File: src/rtl/au_lzc_norm_pkg.sv
// rtl/au_lzc_norm_pkg.sv - shared prefix-architecture codes and clogb2 helper
package au_lzc_norm_pkg;

    localparam int SER = 0;
    localparam int BK  = 1;
    localparam int SK  = 2;

    function automatic int clogb2(input int n);
        int r;
        for (r = 0; (1 << r) < n; r++) begin
        end
        return r;
    endfunction

endpackage

File: src/rtl/au_lzc_norm_prefix.sv
// rtl/au_lzc_norm_prefix.sv - OR-prefix unit: y[i] = |x[i:0], serial, Brent-Kung or Sklansky
module au_lzc_norm_prefix
    import au_lzc_norm_pkg::*;
#(
    parameter int WIDTH = 16,
    parameter int ARCH  = SK
) (
    input  logic [WIDTH-1:0] x,
    output logic [WIDTH-1:0] y
);

    localparam int TOP = (WIDTH > 1) ? (1 << (clogb2(WIDTH) - 1)) : 1;

    always_comb begin
        logic [WIDTH-1:0] p;
        p = x;
        if (ARCH == SER) begin
            for (int i = 1; i < WIDTH; i++) p[i] = p[i] | p[i-1];
        end else if (ARCH == BK) begin
            // up-sweep builds aligned block totals, down-sweep fills the gaps
            for (int s = 1; s < WIDTH; s = s * 2)
                for (int i = 2 * s - 1; i < WIDTH; i = i + 2 * s) p[i] = p[i] | p[i-s];
            for (int s = TOP / 2; s >= 1; s = s / 2)
                for (int i = 3 * s - 1; i < WIDTH; i = i + 2 * s) p[i] = p[i] | p[i-s];
        end else begin
            for (int s = 1; s < WIDTH; s = s * 2)
                for (int i = 0; i < WIDTH; i++)
                    if ((i & s) != 0) p[i] = p[i] | p[(i & ~(s - 1)) - 1];
        end
        y = p;
    end

endmodule

File: src/rtl/au_lzc_norm.sv
// rtl/au_lzc_norm.sv - pipelined leading-zero count and normalise; AU_LZC_NORM_PIPE_EN adds a thermometer stage
module au_lzc_norm
    import au_lzc_norm_pkg::*;
#(
    parameter int WIDTH = 16,
    parameter int ARCH  = SK,
    localparam int CW   = (clogb2(WIDTH + 1) > 1) ? clogb2(WIDTH + 1) : 1
) (
    input  logic             clk,
    input  logic             rst,
    input  logic             in_valid,
    output logic             in_ready,
    input  logic [WIDTH-1:0] in_data,
    output logic             out_valid,
    input  logic             out_ready,
    output logic [WIDTH-1:0] out_data,
    output logic [CW-1:0]    out_lzc,
    output logic             out_zero
);

    logic             va, vb;
    logic [WIDTH-1:0] da, db, rev, therm;
    logic [CW-1:0]    lzcb;
    logic             ready_a, ready_b, ready_mid;
    logic             mid_v;
    logic [WIDTH-1:0] mid_d;
    logic [CW-1:0]    mid_lzc;

    // thermometer zeros are exactly the leading zeros of the operand
    function automatic logic [CW-1:0] zero_count(input logic [WIDTH-1:0] t);
        logic [CW-1:0] n;
        n = '0;
        for (int i = 0; i < WIDTH; i++) n = n + CW'(!t[i]);
        return n;
    endfunction

    always_comb begin
        rev = '0;
        for (int i = 0; i < WIDTH; i++) rev[i] = da[WIDTH-1-i];
    end

    au_lzc_norm_prefix #(.WIDTH(WIDTH), .ARCH(ARCH)) u_prefix (
        .x (rev),
        .y (therm)
    );

    assign ready_b  = !vb || out_ready;
    assign ready_a  = !va || ready_mid;
    assign in_ready = ready_a;

`ifdef AU_LZC_NORM_PIPE_EN
    logic             vp;
    logic [WIDTH-1:0] dp, tp;

    assign ready_mid = !vp || ready_b;

    always_ff @(posedge clk or posedge rst) begin
        if (rst) begin
            vp <= 1'b0;
            dp <= '0;
            tp <= '0;
        end else if (ready_mid) begin
            vp <= va;
            dp <= da;
            tp <= therm;
        end
    end

    assign mid_v   = vp;
    assign mid_d   = dp;
    assign mid_lzc = zero_count(tp);
`else
    assign ready_mid = ready_b;
    assign mid_v     = va;
    assign mid_d     = da;
    assign mid_lzc   = zero_count(therm);
`endif

    always_ff @(posedge clk or posedge rst) begin
        if (rst) begin
            va <= 1'b0;
            da <= '0;
        end else if (ready_a) begin
            va <= in_valid;
            da <= in_data;
        end
    end

    always_ff @(posedge clk or posedge rst) begin
        if (rst) begin
            vb   <= 1'b0;
            db   <= '0;
            lzcb <= '0;
        end else if (ready_b) begin
            vb   <= mid_v;
            db   <= mid_d;
            lzcb <= mid_lzc;
        end
    end

    assign out_valid = vb;
    assign out_data  = db << lzcb;
    assign out_lzc   = lzcb;
    assign out_zero  = (lzcb == CW'(WIDTH));

endmodule

File: config.mk
export PLATFORM = sky130hd
export DESIGN_NAME = au_lzc_norm
export DESIGN_NICKNAME = d
export VERILOG_FILES = /design/src/rtl/au_lzc_norm_pkg.sv /design/src/rtl/au_lzc_norm_prefix.sv /design/src/rtl/au_lzc_norm.sv
export SDC_FILE = /design/constraint.sdc
export NUM_CORES = 1
export LEC_CHECK = 0
export CORE_UTILIZATION = 30
export CTS_CLUSTER_SIZE = 16
export DETAILED_ROUTE_END_ITERATION = 8
export GPL_TIMING_DRIVEN = 0
export PLACE_DENSITY = 0.61
export SYNTH_ARGS = -nofsm -noshare
export SYNTH_HDL_FRONTEND = slang
export SYNTH_SLANG_ARGS = --single-unit
export TNS_END_PERCENT = 50
File: constraint.sdc
create_clock -name clk -period 11.65 [get_ports clk]
set_input_delay 2.33 -clock clk [delete_from_list [all_inputs] [get_ports clk]]
set_output_delay 2.33 -clock clk [all_outputs]
set_load 0.05 [all_outputs]
# Word level (Yosys, flattened, before mapping)
# Index checks and enable logic that the tools add are counted.
# classes
n_bitwise	32
reduce_logical	20
shift	1
add_sub_neg	15
n_eq_ne	1
# op_table
operator	n
$add 5x1->5	11
$or 1x1->1	32
$logic_not 1->1	18
$shl 16x5->16	1
$add 4x1->5	1
$eq 5x5->1 const B	1
$add 3x1->4	1
$add 2x1->3	1
$add 1x1->2	1
$logic_or 1x1->1	2
# totals
ff_bits	39
word_cells	74
out_inout_bits	24

# Logic depth before layout (Yosys ltp)
# depth
word_depth	17
depth_mapped	16

# Hierarchy
# From an unflattened synthesis, not the netlist that was laid out.
# hier_totals
hier_cells	246
hier_area_um2	2710.1
# by_module_without_submodules
mod	instances	area_each_um2	cells_per_inst
au_lzc_norm	1	2567.5	226
au_lzc_norm_prefix	1	142.6	20

# Worst setup path after synthesis
# Ideal clock, no wire load.
# synth_path
path_kind	input to output
startpoint	in out_ready
endpoint	out in_ready
arrival_time_ps	3142
path_slack_ps	6178
cell_stages	4
cell_sequence	nor2b_1 buf_2 nand2_1 buf_2
# synth_via
elab_chain_len	2
# synth_lines
item	line_no	source
start, declared	au_lzc_norm.sv:15	input logic out_ready,
$logic_or 1x1->1	au_lzc_norm.sv:47	assign ready_b = !vb || out_ready;
$logic_or 1x1->1	au_lzc_norm.sv:48	assign ready_a = !va || ready_mid;
end, declared	au_lzc_norm.sv:12	output logic in_ready,
# No other way between the ends.

# Worst setup path after layout
# Ends and elaborated chain as after synthesis.

==> qor.yml <==
r2r-end: "out_lzc[4]"
async_flop_share_pct: 100.0
clock_skew_ns: 0.006294
ant_nets: 0
rsz0062_at_grt: "no"
p_int_uw: 330.0
cts_tree: "done"
routed_wl_mm: 6.087
path_cells: "clkdlybuf4s50_1, nor2b_1, buf_2, nand2_1, buf_2, clkdlybuf4s50_1"
dr_total_vias: 2029
synth_cells: 246
die_area_mm2: 0.009162
worstPathArrival_ns: 4.49
swShare_pct: 47.52
synth.distinct_cells: 47
timing.critical_path.buf_inv: 4
cts_buffers: 5
ys_warn_count: 0
finalSetupViolCount: 0
cts_sinks: 39
grt_pass1_vias: 1948
clk-insertion-delay-late_ns: 0.29
first_pass_iters: 4
slew_headroom_pct: 47.44
r2r_start: "da[12]"
pre_cts_slack_ns: 4.780
synth_edf_count: 0
startpoint_type: "input pin"
p_switching_uw: 298.8
clock_power_share_pct: 13.8
cts_hold_buf: 0
period_share_pct: 58.58
rows: 33
netlist_area_mm2: 0.002635
pwr-share-comb_pct: 58.4
remaining_drc_errors: 0
grt_antenna_before_repair: 0
cts_resized: 0
cp.required_ns: 9.32
fin_setup_tns_ns: 0
syn_nets: 281
coreArea_mm2: 0.008341
grt_pass1_wl_mm: 10.07
worst_slack_ns: 4.826
leakage_nw: 1.354
clk_pin_slew_worst_paths_ns: 0.08
fin_nets: 331
min_period_ns: 6.824
status: "finished clean"
wire_per_inst_um: 15.14
start_util_pct: 31.59
port_buffers: 43
area_growth_pct: 24.50
gp_congestion: 0.8758
diodes: 0
hold_viol_final: 0
die_w_um: 95.72
fillers: 833
fmax_ghz: 0.1465
avgSynthCellArea_um2: 10.71
design_area_mm2: 0.003281
path_depth: 6
crit_family: "buffers and inverters"
critical_path.max_stage_delay_ns: 0.84
worst_pin_slew_ns: 0.7873
overflow: 0
grt_max_degree: 40
startpoint: "out_ready"
hpwl_mm: 4.829
io_pins: 44
drt_iter0_markers: 76
cp_max_fo: 10
pwr-share-seq_pct: 27.8
peakVddDrop_mv: 0.07843
reg2regPathDepth: 15
power_density_mw_per_mm2: 191.7
yosysSeqAreaShare_pct: 37.04
drive_gt1_share_pct: 20.20
grt_use_total_pct: 14.48
maxSlewViolCount: 0
ys_ff_latch: 39
cts_buffer_depth: 2
worst-setup-path-type: "input pin to output port"
hp-class: "flip-flop to flip-flop"
synth_ff_type: "dfrtp_1"
regArea_um2: 975.9
clock-root-buffer: "clkbuf_8"
r2r_slack_ns: 6.85
multiInputGateArea_mm2: 0.001531
vias_per_cell: 5.047
hp-start: "mid_v"
cts_setup_buffers: 0
crit_slowest_cell: "clkdlybuf4s50_1"
cp-endpoint: "in_ready"
die_h_um: 95.72
cp-end-kind: "output port"
drv_cap: 0
place_area_mm2: 0.003197
h-tree-depth: 2
[area by class of cell]
cell class	count	share of cell area [%]
repair buffers	43	13.12
clock buffers	5	2.098
multi-input cells	176	46.68
plain buffers	14	1.945
flip-flops and latches	39	29.75
clock inverters	3	0.4577
well taps	105	4.005
inverters	17	1.945
[cell usage after synthesis, drive strengths merged, types with 2 or more instances]
cell type	count	share of area [%]
nor4	2	1.3
clkbuf	6	0.85
nor3	6	1.1
inv	17	2.4
nand2	15	2.1
dfrtp	39	37
xor2	2	0.66
a211oi	2	0.57
a21oi	2	0.38
or2	3	0.71
o32ai	2	0.66
mux2i	24	9.1
a22oi	3	0.85
nand3	6	1.3
and2	2	0.47
a31oi	3	0.71
ha	5	2.4
nand2b	3	0.71
or3	3	0.71
fa	10	7.6
nor2	14	2.0
o21ai	9	1.7
buf	8	1.6
mux2	35	15
nand3b	5	1.4
nor2b	5	1.2
[layer usage]
| layer | share of wire (%) | vias to the layer above | GRT usage (%) |
|---|---|---|---|
| li1 | - | 975 | - |
| met5 | 0 | - | 0 |
| met2 | 46 | 63 | 22.92 |
| met3 | 5.3 | 10 | 2.923 |
| met4 | 1.4 | 0 | 4.602 |
| met1 | 47 | 981 | 19.84 |
[worst min-delay path by stage]
stage,endpoint,slack (ns),depth (start not counted)
global placement,out_valid,0.45,1
detailed placement,out_valid,0.45,1
global route,out_valid,0.48,1
floorplan,out_valid,0.44,1
CTS,out_valid,0.47,1
finish,out_valid,0.47,1
[registers in the layout (all words and copies together), names as in the netlist]
name and count:
da 16, db 16, out_lzc 5, mid_v 1, out_valid 1
[worst register-to-register path: stages (launching register included)]
cell,delay [ns]
dfrtp_1,0.42
nor4_4,0.44
nand3_2,0.12
or4_4,0.46
or2_1,0.24
fa_1,0.47
fa_1,0.54
inv_1,0.05
fa_1,0.49
fa_1,0.50
ha_1,0.17
inv_1,0.06
fa_1,0.39
nor2b_1,0.12
o21ai_0,0.08
o21ai_0,0.19
[layout by cell type, fill, tap and decap left out, types with 6 or more instances in the layout]
cell type,Yosys,routed
clkdlybuf4s50_1,0,43
mux2_2,35,35
mux2i_1,24,24
nor2_1,14,14
nand2_1,15,15
clkbuf_1,6,6
fa_1,10,10
inv_1,16,15
buf_2,6,6
dfrtp_1,39,39
nor3_1,6,6
o21ai_0,9,9
[cell families after synthesis]
group	count (synthesis)	synth area share, %
AO/OA/AOI/OAI	28	7.028
XOR/XNOR	2	0.6649
adder cells (fa/ha/maj)	15	9.971
buffers and inverters	31	4.843
flip-flops	39	37.04
multiplexers	60	24.93
AND/OR/NAND/NOR	71	15.53
[per-stage QoR]
step | util [%] | std cells | total power, mW | hold slack, ns
6_report | 39.33 | 402 | 0.6288 | 0.4652
3_3_place_gp | 38.33 | 394 | 0.5406 | 0.4464
5_1_grt | 39.33 | 402 | 0.6648 | 0.4821
3_5_place_dp | 38.33 | 394 | 0.5451 | 0.4525
2_1_floorplan | - | 246 | 0.4324 | 0.4394
4_1_cts | 39.33 | 402 | 0.6334 | 0.4706
[power by group through the flow]
stage | Combinational [mW] | Sequential [mW] | Clock [mW]
floorplan | 0.252 | 0.180 | 0
finish | 0.367 | 0.175 | 0.0866
detailed placement | 0.367 | 0.178 | 0
global route | 0.391 | 0.178 | 0.0954
global placement | 0.363 | 0.177 | 0
CTS | 0.368 | 0.175 | 0.0905
No activity file was read; power rests on OpenSTA's default activity.
